===== src/rtl/demux_1xn_deser.sv =====
// demux_1xn_deser
//   Registered, back-pressured 1-to-N channel splitter with per-channel
//   deserialisation. Each accepted serial bit goes to the channel picked by
//   S. Each channel shifts its bits in MSB-first. When W bits have arrived,
//   the channel presents the word with a valid/ack handshake.
//
// Ports
//   clk        rising-edge clock
//   rst_n      asynchronous active-low reset
//   I          serial data bit
//   S          channel select for the current bit
//   in_valid   I/S qualify this cycle
//   in_ready   stage can take the bit addressed by S this cycle
//   out_valid  per-channel word-ready flags (bit k = channel k)
//   out_data   packed words, channel k at [k*W +: W]
//   out_ack    per-channel consume strobe
//   sel_err    one-cycle pulse after a bit is dropped for an illegal select
module demux_1xn_deser #(
  parameter int N_CH  = 2,
  parameter int W     = 8,
  parameter int SEL_W = 1
) (
  input  logic              clk,
  input  logic              rst_n,
  input  logic              I,
  input  logic [SEL_W-1:0]  S,
  input  logic              in_valid,
  output logic              in_ready,
  output logic [N_CH-1:0]   out_valid,
  output logic [N_CH*W-1:0] out_data,
  input  logic [N_CH-1:0]   out_ack,
  output logic              sel_err
);

  localparam int CNT_W = (W > 2) ? $clog2(W) : 1;

  logic [N_CH-1:0] hit;
  logic [N_CH-1:0] full;
  logic            sel_legal;
  logic            accept;

  // One-hot decode of S. An out-of-range select matches no channel. This
  // is how illegal selects are detected without indexing past N_CH.
  always_comb begin
    hit = '0;
    for (int k = 0; k < N_CH; k++) begin
      hit[k] = (S == SEL_W'(k));
    end
  end

  assign sel_legal = |hit;

  // in_ready depends only on registered full flags and on S. An ack in the
  // same cycle does not free the slot until the next cycle.
  assign in_ready  = !sel_legal || !(|(hit & full));
  assign accept    = in_valid && in_ready;
  assign out_valid = full;

  // A dropped illegal bit is reported one cycle later.
  always_ff @(posedge clk or negedge rst_n) begin
    if (!rst_n) begin
      sel_err <= 1'b0;
    end else begin
      sel_err <= accept && !sel_legal;
    end
  end

  for (genvar k = 0; k < N_CH; k++) begin : g_ch
    logic [W-1:0]     shreg;
    logic [CNT_W-1:0] cnt;
    logic             full_r;
    logic [W-1:0]     word_r;
    logic [W-1:0]     shifted;

    assign shifted = {shreg[W-2:0], I};
    assign full[k] = full_r;
    assign out_data[k*W +: W] = word_r;

    // Per-channel packer.
    // An accept can only target this channel while it is not full, so the
    // ack-clear and the word-complete set never collide on full_r.
    // word_r keeps the last word after it has been consumed.
    always_ff @(posedge clk or negedge rst_n) begin
      if (!rst_n) begin
        shreg  <= '0;
        cnt    <= '0;
        full_r <= 1'b0;
        word_r <= '0;
      end else begin
        if (full_r && out_ack[k]) begin
          full_r <= 1'b0;
        end
        if (accept && hit[k]) begin
          shreg <= shifted;
          if (cnt == CNT_W'(W - 1)) begin
            cnt    <= '0;
            full_r <= 1'b1;
            word_r <= shifted;
          end else begin
            cnt <= cnt + 1'b1;
          end
        end
      end
    end
  end

endmodule


===== config.mk =====
export PLATFORM = sky130hd
export DESIGN_NAME = demux_1xn_deser
export DESIGN_NICKNAME = d
export VERILOG_FILES = /design/src/rtl/demux_1xn_deser.sv
export SDC_FILE = /design/constraint.sdc
export NUM_CORES = 1
export LEC_CHECK = 0
export ABC_CLOCK_PERIOD_IN_PS = 5150
export BUFFER_PORTS_ARGS = -buffer_cell sky130_fd_sc_hd__buf_2
export CAP_MARGIN = 20
export CORE_ASPECT_RATIO = 1.75
export CORE_MARGIN = 3
export CORE_UTILIZATION = 40
export CTS_CLUSTER_DIAMETER = 40
export CTS_CLUSTER_SIZE = 8
export DETAILED_ROUTE_END_ITERATION = 6
export GPL_ROUTABILITY_DRIVEN = 0
export SYNTH_ARGS = -nofsm -noshare
export SYNTH_HDL_FRONTEND = slang
export SYNTH_SLANG_ARGS = --single-unit

===== constraint.sdc =====
create_clock -name clk -period 5.15 [get_ports clk]
set_clock_uncertainty 0.2 [all_clocks]
set_input_delay 1.03 -clock clk [delete_from_list [all_inputs] [get_ports clk]]
set_output_delay 1.03 -clock clk [all_outputs]
set_load 0.01 [all_outputs]

==> Yosys cells after proc, flatten, opt, wreduce, memory -nomap -nowiden <==
Cells that the tools add are included.
{ "word_totals": {"ff_bits": 38, "input_bits": 7, "out_inout_bits": 20, "word_cells": 31} }
{ "classes": {"n_addsub": 2, "eq_ne": 2, "muxes": 8, "bitwise": 2, "reduce_logical": 9} }
{ "ops": {"columns": ["op", "n"], "rows": [
  ["$add A3 B1 Y3 const B", 2],
  ["$eq A3 B3 Y1 const B", 2],
  ["$mux W1", 6],
  ["$mux W3", 2],
  ["$logic_and A1 B1 Y1", 5],
  ["$reduce_and A2 Y1", 2],
  ["$and A2 B2 Y2", 1],
  ["$reduce_or A2 Y1", 1],
  ["$logic_not A1 Y1", 1],
  ["$not A1 Y1", 1]
]} }

==> Logic depth before layout (Yosys ltp) <==
Gate-level depths: netlist of run 1.
{ "logic_depth": {"ltp_word": 7, "ltp_mapped": 5, "ltp_nobuf": 4} }

==> Least setup slack after synthesis of run 1 <==
Ideal clock, no wire load.
{ "synth_path": {"path_kind": "input-to-output", "from": "in S", "to": "out in_ready", "arrival_ps": 1288, "slack_ps": 2632, "path_stages": 1, "n_path_buf": 0, "path_cell_list": "mux2i_1"} }
{ "synth_via": {"elab_chain_cells": 4} }
{ "synth_lines": {"columns": ["element", "line_no", "source"], "rows": [
  ["start: declaration", "26", "input logic [SEL_W-1:0] S,"],
  ["$not A1 Y1", "47", "hit[k] = (S == SEL_W'(k));"],
  ["$and A2 B2 Y2 *", "55", "assign in_ready = !sel_legal || !(|(hit & full));"],
  ["$reduce_or A2 Y1 *", "55", null],
  ["$logic_not A1 Y1 *", "55", null],
  ["end: declaration", "28", "output logic in_ready,"]
]} }
Every way passes the cells marked *; elsewhere a longest branch is shown, timed or not.

==> Worst setup path in the final report of run 1 <==
Same ends and word-level chain as after synthesis.

==> results of run 1 <==
## routing by layer
metal / track usage (%) / up-vias
met2: 19.6 / 24
met4: 6.98 / 0
met5: 0 / -
li1: - / 384
met3: 4.51 / 6
met1: 15.5 / 411
## flip-flops by register name, summed over array words and instances (netlist names)
signal       cells
g_ch.shreg      14
g_ch.cnt         6
g_ch.full_r      2
g_ch.word_r     16
## final timing paths
check	slack, ns	endpoint	from
max	2.43	in_ready	S
min	0.30	g_ch[1].word_r[3]	g_ch[1].word_r[3]
max reg2reg	3.21	g_ch[0].word_r[6]	g_ch[0].cnt[0]
min reg2reg	0.30	g_ch[1].word_r[3]	g_ch[1].word_r[3]
max in group asynchronous	3.60	g_ch[0].shreg[3]	rst_n
min in group asynchronous	0.64	g_ch[0].word_r[5]	rst_n
## power by group through the flow
stage	logic [mW]	clock network, mW	registers [mW]
floorplan	0.198	0	0.525
global placement	0.304	0	0.511
detailed placement	0.319	0	0.519
CTS	0.320	0.221	0.516
global route	0.348	0.235	0.531
finish	0.311	0.211	0.513
## synthesized netlist by cell type
cell / number / share of area, %
buf_4: 4 / 1.9
buf_2: 1 / 0.32
nor2_1: 2 / 0.48
a21o_2: 1 / 0.56
nor2b_1: 1 / 0.40
dfrtp_1: 38 / 60
mux2i_1: 1 / 0.64
and4bb_1: 1 / 0.79
mux2_2: 28 / 20
inv_1: 2 / 0.48
ha_1: 4 / 3.2
nor3b_1: 1 / 0.48
mux2_4: 8 / 7.6
nand3b_1: 1 / 0.48
nand4b_2: 1 / 0.95
conb_1: 1 / 0.24
buf_6: 1 / 0.72
o21ai_0: 1 / 0.32
## kinds of logic after synthesis
kind of cell / Yosys count
other: 1
AO/OA/AOI/OAI: 2
AND/OR/NAND/NOR: 7
multiplexers: 37
flip-flops: 38
adder cells (fa/ha/maj): 4
buffers and inverters: 8
## metrics by stage
step / worst slack, ns / hold WS, ns / instances / cell area (sq um)
after floorplan: 2.63 / 0.275 / 97 / 1570
after global placement: 2.45 / 0.286 / 163 / 1720
after detailed placement: 2.42 / 0.287 / 163 / 1720
after CTS: 2.43 / 0.305 / 171 / 1810
after global routing: 2.39 / 0.323 / 171 / 1810
final: 2.43 / 0.303 / 171 / 1810
## layout make-up
class / count / area, sq um
clock buffers: 6 / 82.6
repair buffers: 26 / 133
inverters: 2 / 7.51
multi-input cells: 51 / 569
fillers: 360 / 1890
clock inverters: 2 / 12.5
well taps: 46 / 57.6
flip-flops and latches: 38 / 951
==> impl_metrics.env, run 1 <==
export IMPL_status="finished clean"
export IMPL_p_switching_mw=0.305
export IMPL_finalSetupViolations=0
export IMPL_critPathMaxStageDelay_ns=0.18
export IMPL_grt_pass1_vias=875
export IMPL_layout_commonest_cell="dfrtp_1"
export IMPL_diodes=0
export IMPL_fin_setup_tns_ns=0
export IMPL_cts_tree="done"
export IMPL_clkTransAtPathRegs_ns=0.07
export IMPL_mappedNetlistArea_sq_um=1570
export IMPL_clock_sinks=38
export IMPL_met3_length_microns=134
export IMPL_p_seq_share_pct=49.5
export IMPL_path_buf_inv=2
export IMPL_drive_above_1_share_pct=57.6
export IMPL_yosys_area_share_simple_pct=3.58
export IMPL_cts_hold_buf=0
export IMPL_routed_via_density=4.82
export IMPL_firstDrtPassIters=2
export IMPL_power_density_nw_per_um2=571
export IMPL_wire_per_inst_microns=14.8
export IMPL_cts_resized=0
export IMPL_final_core_util_pct=49.0
export IMPL_synth_top_family_by_area="multiplexers"
export IMPL_grt_max_degree=39
export IMPL_wl_microns=2540
export IMPL_path_max_fanout=5
export IMPL_rows=29
export IMPL_synth_warnings=0
export IMPL_numCtsBuffers=5
export IMPL_min_path_cells=1
export IMPL_start_kind="input port"
export IMPL_layout_common_cells="dfrtp_1, mux2_2, buf_2"
export IMPL_clock_fmax_mhz=368
export IMPL_crit_type="in2out"
export IMPL_grt_ovfl_total=0
export IMPL_period_needed_ns=2.72
export IMPL_switching_share_pct=29.5
export IMPL_synth_compound_area_share_pct=0.874
export IMPL_internal_power_mw=0.729
export IMPL_crit_path_end_kind="output port"
export IMPL_route_detailed_drc=0
export IMPL_clk_path_buf_depth=2
export IMPL_synth_cell_types=18
export IMPL_pwr_share_clk_pct=20.4
export IMPL_crit_chain="buf_2 -> mux2i_1 -> buf_2"
export IMPL_fp_dieH_microns=89.0
export IMPL_path_depth=3
export IMPL_ys_seq_area_share_pct=60.4
export IMPL_worstMarginPinSlew_ns=0.822
export IMPL_nNetsFinal=135
export IMPL_die_area_sq_um=4750
export IMPL_synthXorXnorAreaFrac_pct=0
export IMPL_cts_htree_levels=2
export IMPL_required_ns=3.92
export IMPL_max_vdd_ir_drop_v=0.000331
export IMPL_hp_class="reg2reg"
export IMPL_start_util_pct=42.5
export IMPL_grt_use_total_pct=12.8
export IMPL_synth_fa_ha_area_share_pct=3.18
export IMPL_crit_slowest_cell="mux2i_1"
export IMPL_cp_top_family="buffers and inverters"
export IMPL_finalMaxSlewViolations=0
export IMPL_post_route_period_util_pct=52.8
export IMPL_cts_root_buf="clkbuf_8"
export IMPL_rsz0062_at_grt="false"
export IMPL_dr_total_vias=825
export IMPL_synthCells=97
export IMPL_cp_arrival_ns=1.49
export IMPL_core_region_area_sq_um=3700
export IMPL_syn_avg_cell_area_sq_um=16.2
export IMPL_cap_violations=0
export IMPL_worst_skew_pair_late_latency_ns=0.29
export IMPL_die_x_microns=53.4
export IMPL_finalPower_mw=1.03
export IMPL_hold_viol=0
export IMPL_ioPinCount=27
export IMPL_drt_met1_wl_microns=1080
export IMPL_max_slew_margin_pct=45.2
export IMPL_synthesis_nets=108
export IMPL_drt_iter0_drc=12
export IMPL_ys_seq_elements=38
export IMPL_maxUsedRoutingLayer="met4"
export IMPL_post_cts_setup_buffers=0
export IMPL_dpl_hpwl_microns=1800
export IMPL_worst_path_most_repeated_cell="buf_2"
export IMPL_p_comb_share_pct=30.1
export IMPL_antenna_found_initial=0
export IMPL_synth_mux_area_share_pct=28.3
export IMPL_grt_pass1_wl_microns=4230
export IMPL_area_delta_synth_final_pct=15.2
export IMPL_io_buffers=25
export IMPL_antenna_left=0
export IMPL_met2_wirelength_microns=1260
export IMPL_p_leak_nw=0.900
export IMPL_r2r_cells=4
No activity file was read; power rests on OpenSTA's default activity.
==> run 2: changes to the inputs <==
--- a/config.mk
+++ b/config.mk
@@ -5,7 +5,7 @@
 export SDC_FILE = /design/constraint.sdc
 export NUM_CORES = 1
 export LEC_CHECK = 0
-export ABC_CLOCK_PERIOD_IN_PS = 5150
+export ABC_CLOCK_PERIOD_IN_PS = 2700
 export BUFFER_PORTS_ARGS = -buffer_cell sky130_fd_sc_hd__buf_2
 export CAP_MARGIN = 20
 export CORE_ASPECT_RATIO = 1.75
==> constraint.sdc (replaced) <==
create_clock -name clk -period 2.7 [get_ports clk]
set_clock_uncertainty 0.2 [all_clocks]
set_input_delay 0.54 -clock clk [delete_from_list [all_inputs] [get_ports clk]]
set_output_delay 0.54 -clock clk [all_outputs]
set_load 0.01 [all_outputs]
==> run 2 against run 1 <==
Wire length fell by 0.75%; final cell count did not move; setup slack got worse by 1.6 ns; total power rose by 97%; register-to-register slack got worse by 2.4 ns; largest power group unchanged.
==> impl_metrics.env, run 2 (synthesized netlist as in run 1, its figures left out) <==
export IMPL_status="finished clean"
export IMPL_die_x_microns=53.4
export IMPL_largest_register="g_ch.word_r"
export IMPL_hp_class="in2async"
export IMPL_grt_use_total_pct=12.9
export IMPL_worstMarginPinSlew_ns=0.823
export IMPL_cts_htree_levels=2
export IMPL_numCtsBuffers=5
export IMPL_layout_common_cells="dfrtp_1, mux2_2, buf_2"
export IMPL_dr_total_vias=834
export IMPL_die_area_sq_um=4750
export IMPL_finalSetupViolations=0
export IMPL_post_cts_setup_buffers=0
export IMPL_antenna_found_initial=0
export IMPL_drt_iter0_drc=12
export IMPL_diodes=0
export IMPL_antenna_left=0
export IMPL_io_buffers=25
export IMPL_worst_skew_pair_late_latency_ns=0.29
export IMPL_grt_ovfl_total=0
export IMPL_rows=29
export IMPL_routed_via_density=4.88
export IMPL_required_ns=2.67
export IMPL_grt_pass1_vias=869
export IMPL_post_route_period_util_pct=70.9
export IMPL_crit_type="reg2reg"
export IMPL_cts_resized=0
export IMPL_hold_viol=0
export IMPL_regArea_sq_um=951
export IMPL_cts_root_buf="clkbuf_8"
export IMPL_critPathMaxStageDelay_ns=0.55
export IMPL_wl_microns=2520
export IMPL_rsz0062_at_grt="false"
export IMPL_crit_chain="ha_1 -> ha_1 -> and4bb_1 -> mux2_4"
export IMPL_crit_path_end_kind="flip-flop"
export IMPL_grt_pass1_wl_microns=4270
export IMPL_dpl_hpwl_microns=1840
export IMPL_dp_cells=163
export IMPL_route_detailed_drc=0
export IMPL_start_util_pct=42.5
export IMPL_final_instance_count_excl_fill=171
export IMPL_firstDrtPassIters=4
export IMPL_drive_above_1_share_pct=57.6
export IMPL_clock_fmax_mhz=523
export IMPL_layout_commonest_cell="dfrtp_1"
export IMPL_finalMaxSlewViolations=0
export IMPL_worst_path_most_repeated_cell="ha_1"
export IMPL_fillCellCount=337
export IMPL_clk_path_buf_depth=2
export IMPL_cp_arrival_ns=1.88
export IMPL_crit_slowest_cell="and4bb_1"
export IMPL_fp_dieH_microns=89.0
export IMPL_reg_top3="g_ch.word_r: 16 flops, g_ch.shreg: 14 flops, g_ch.cnt: 6 flops"
export IMPL_wire_per_inst_microns=14.7
export IMPL_clock_sinks=38
export IMPL_multi_input_area_sq_um=569
export IMPL_grt_max_degree=39
export IMPL_clkTransAtPathRegs_ns=0.07
export IMPL_largest_reg_flops=16
export IMPL_cts_tree="done"
export IMPL_fin_setup_tns_ns=0
export IMPL_path_max_fanout=9
export IMPL_power_density_nw_per_um2=1110
export IMPL_p_leak_nw=0.911
export IMPL_cts_hold_buf=0
export IMPL_ioPinCount=27
export IMPL_core_region_area_sq_um=3700
export IMPL_cap_violations=0
export IMPL_max_slew_margin_pct=45.1
export IMPL_start_kind="flip-flop"
export IMPL_max_vdd_ir_drop_v=0.000654
export IMPL_area_delta_synth_final_pct=16.1
export IMPL_period_needed_ns=1.91
export IMPL_nNetsFinal=135
-- run 2: changes by cell type in the layout (fill, tap and decap cells not counted) --
cell / delta
bufinv_16: +1
clkbuf_8: -1
clkinv_2: +1
clkinvlp_4: -1
-- run 2: final timing paths --
kind	slack, ns	from	depth (start not counted)	end
worst max-delay path	0.79	g_ch[0].cnt[0]	4	g_ch[0].word_r[7]
worst min-delay path	0.15	rst_n	1	g_ch[1].word_r[7]
worst max register to register	0.79	g_ch[0].cnt[0]	4	g_ch[0].word_r[7]
worst min register to register	0.30	g_ch[1].word_r[3]	1	g_ch[1].word_r[3]
max in group asynchronous	1.64	rst_n	1	g_ch[1].shreg[1]
min in group clk	0.23	out_ack[1]	2	g_ch[1].full_r
-- run 2: through the flow --
step	instance area, sq um	power [mW]	setup slack (ns)	hold slack, ns	util, %
3_3_place_gp	1720	1.55	0.772	0.286	46.4
5_1_grt	1830	2.18	0.697	0.203	49.4
6_report	1830	2.03	0.786	0.149	49.4
3_5_place_dp	1720	1.60	0.731	0.287	46.4
4_1_cts	1830	2.07	0.752	0.167	49.4
2_1_floorplan	1570	1.38	1.01	0.0444	-
-- run 2: worst max-delay path: cells and delay by family (launching register included) --
kind / cells / cell delay [ns]
AND/OR/NAND/NOR: 1 / 0.55
multiplexers: 1 / 0.35
adder cells (fa/ha/maj): 2 / 0.33
flip-flops: 1 / 0.38
-- run 2: area by class of cell --
| class | count | share of cell area [%] |
|---|---|---|
| Clock buffer | 5 | 3.77 |
| Clock inverter | 3 | 2.19 |
| Inverter | 2 | 0.411 |
| Multi-Input combinational cell | 51 | 31.2 |
| Sequential cell | 38 | 52.1 |
| Tap cell | 46 | 3.15 |
| Timing Repair Buffer | 26 | 7.26 |
-- run 2: power breakdown --
part	switching [mW]	internal, mW	leakage, nW
registers	0.150	0.823	0.471
clock network	0.195	0.272	0.0579
logic	0.233	0.362	0.382
-- run 2: metal layers --
metal / GRT usage [%] / share of wire, % / vias to the layer above / wire length, microns
met1: 15.5 / 41 / 415 / 1030
li1: - / - / 389 / -
met4: 6.28 / 2.5 / 0 / 63
met2: 20.0 / 51 / 24 / 1280
met3: 4.84 / 5.6 / 6 / 142
met5: 0 / 0 / - / 0
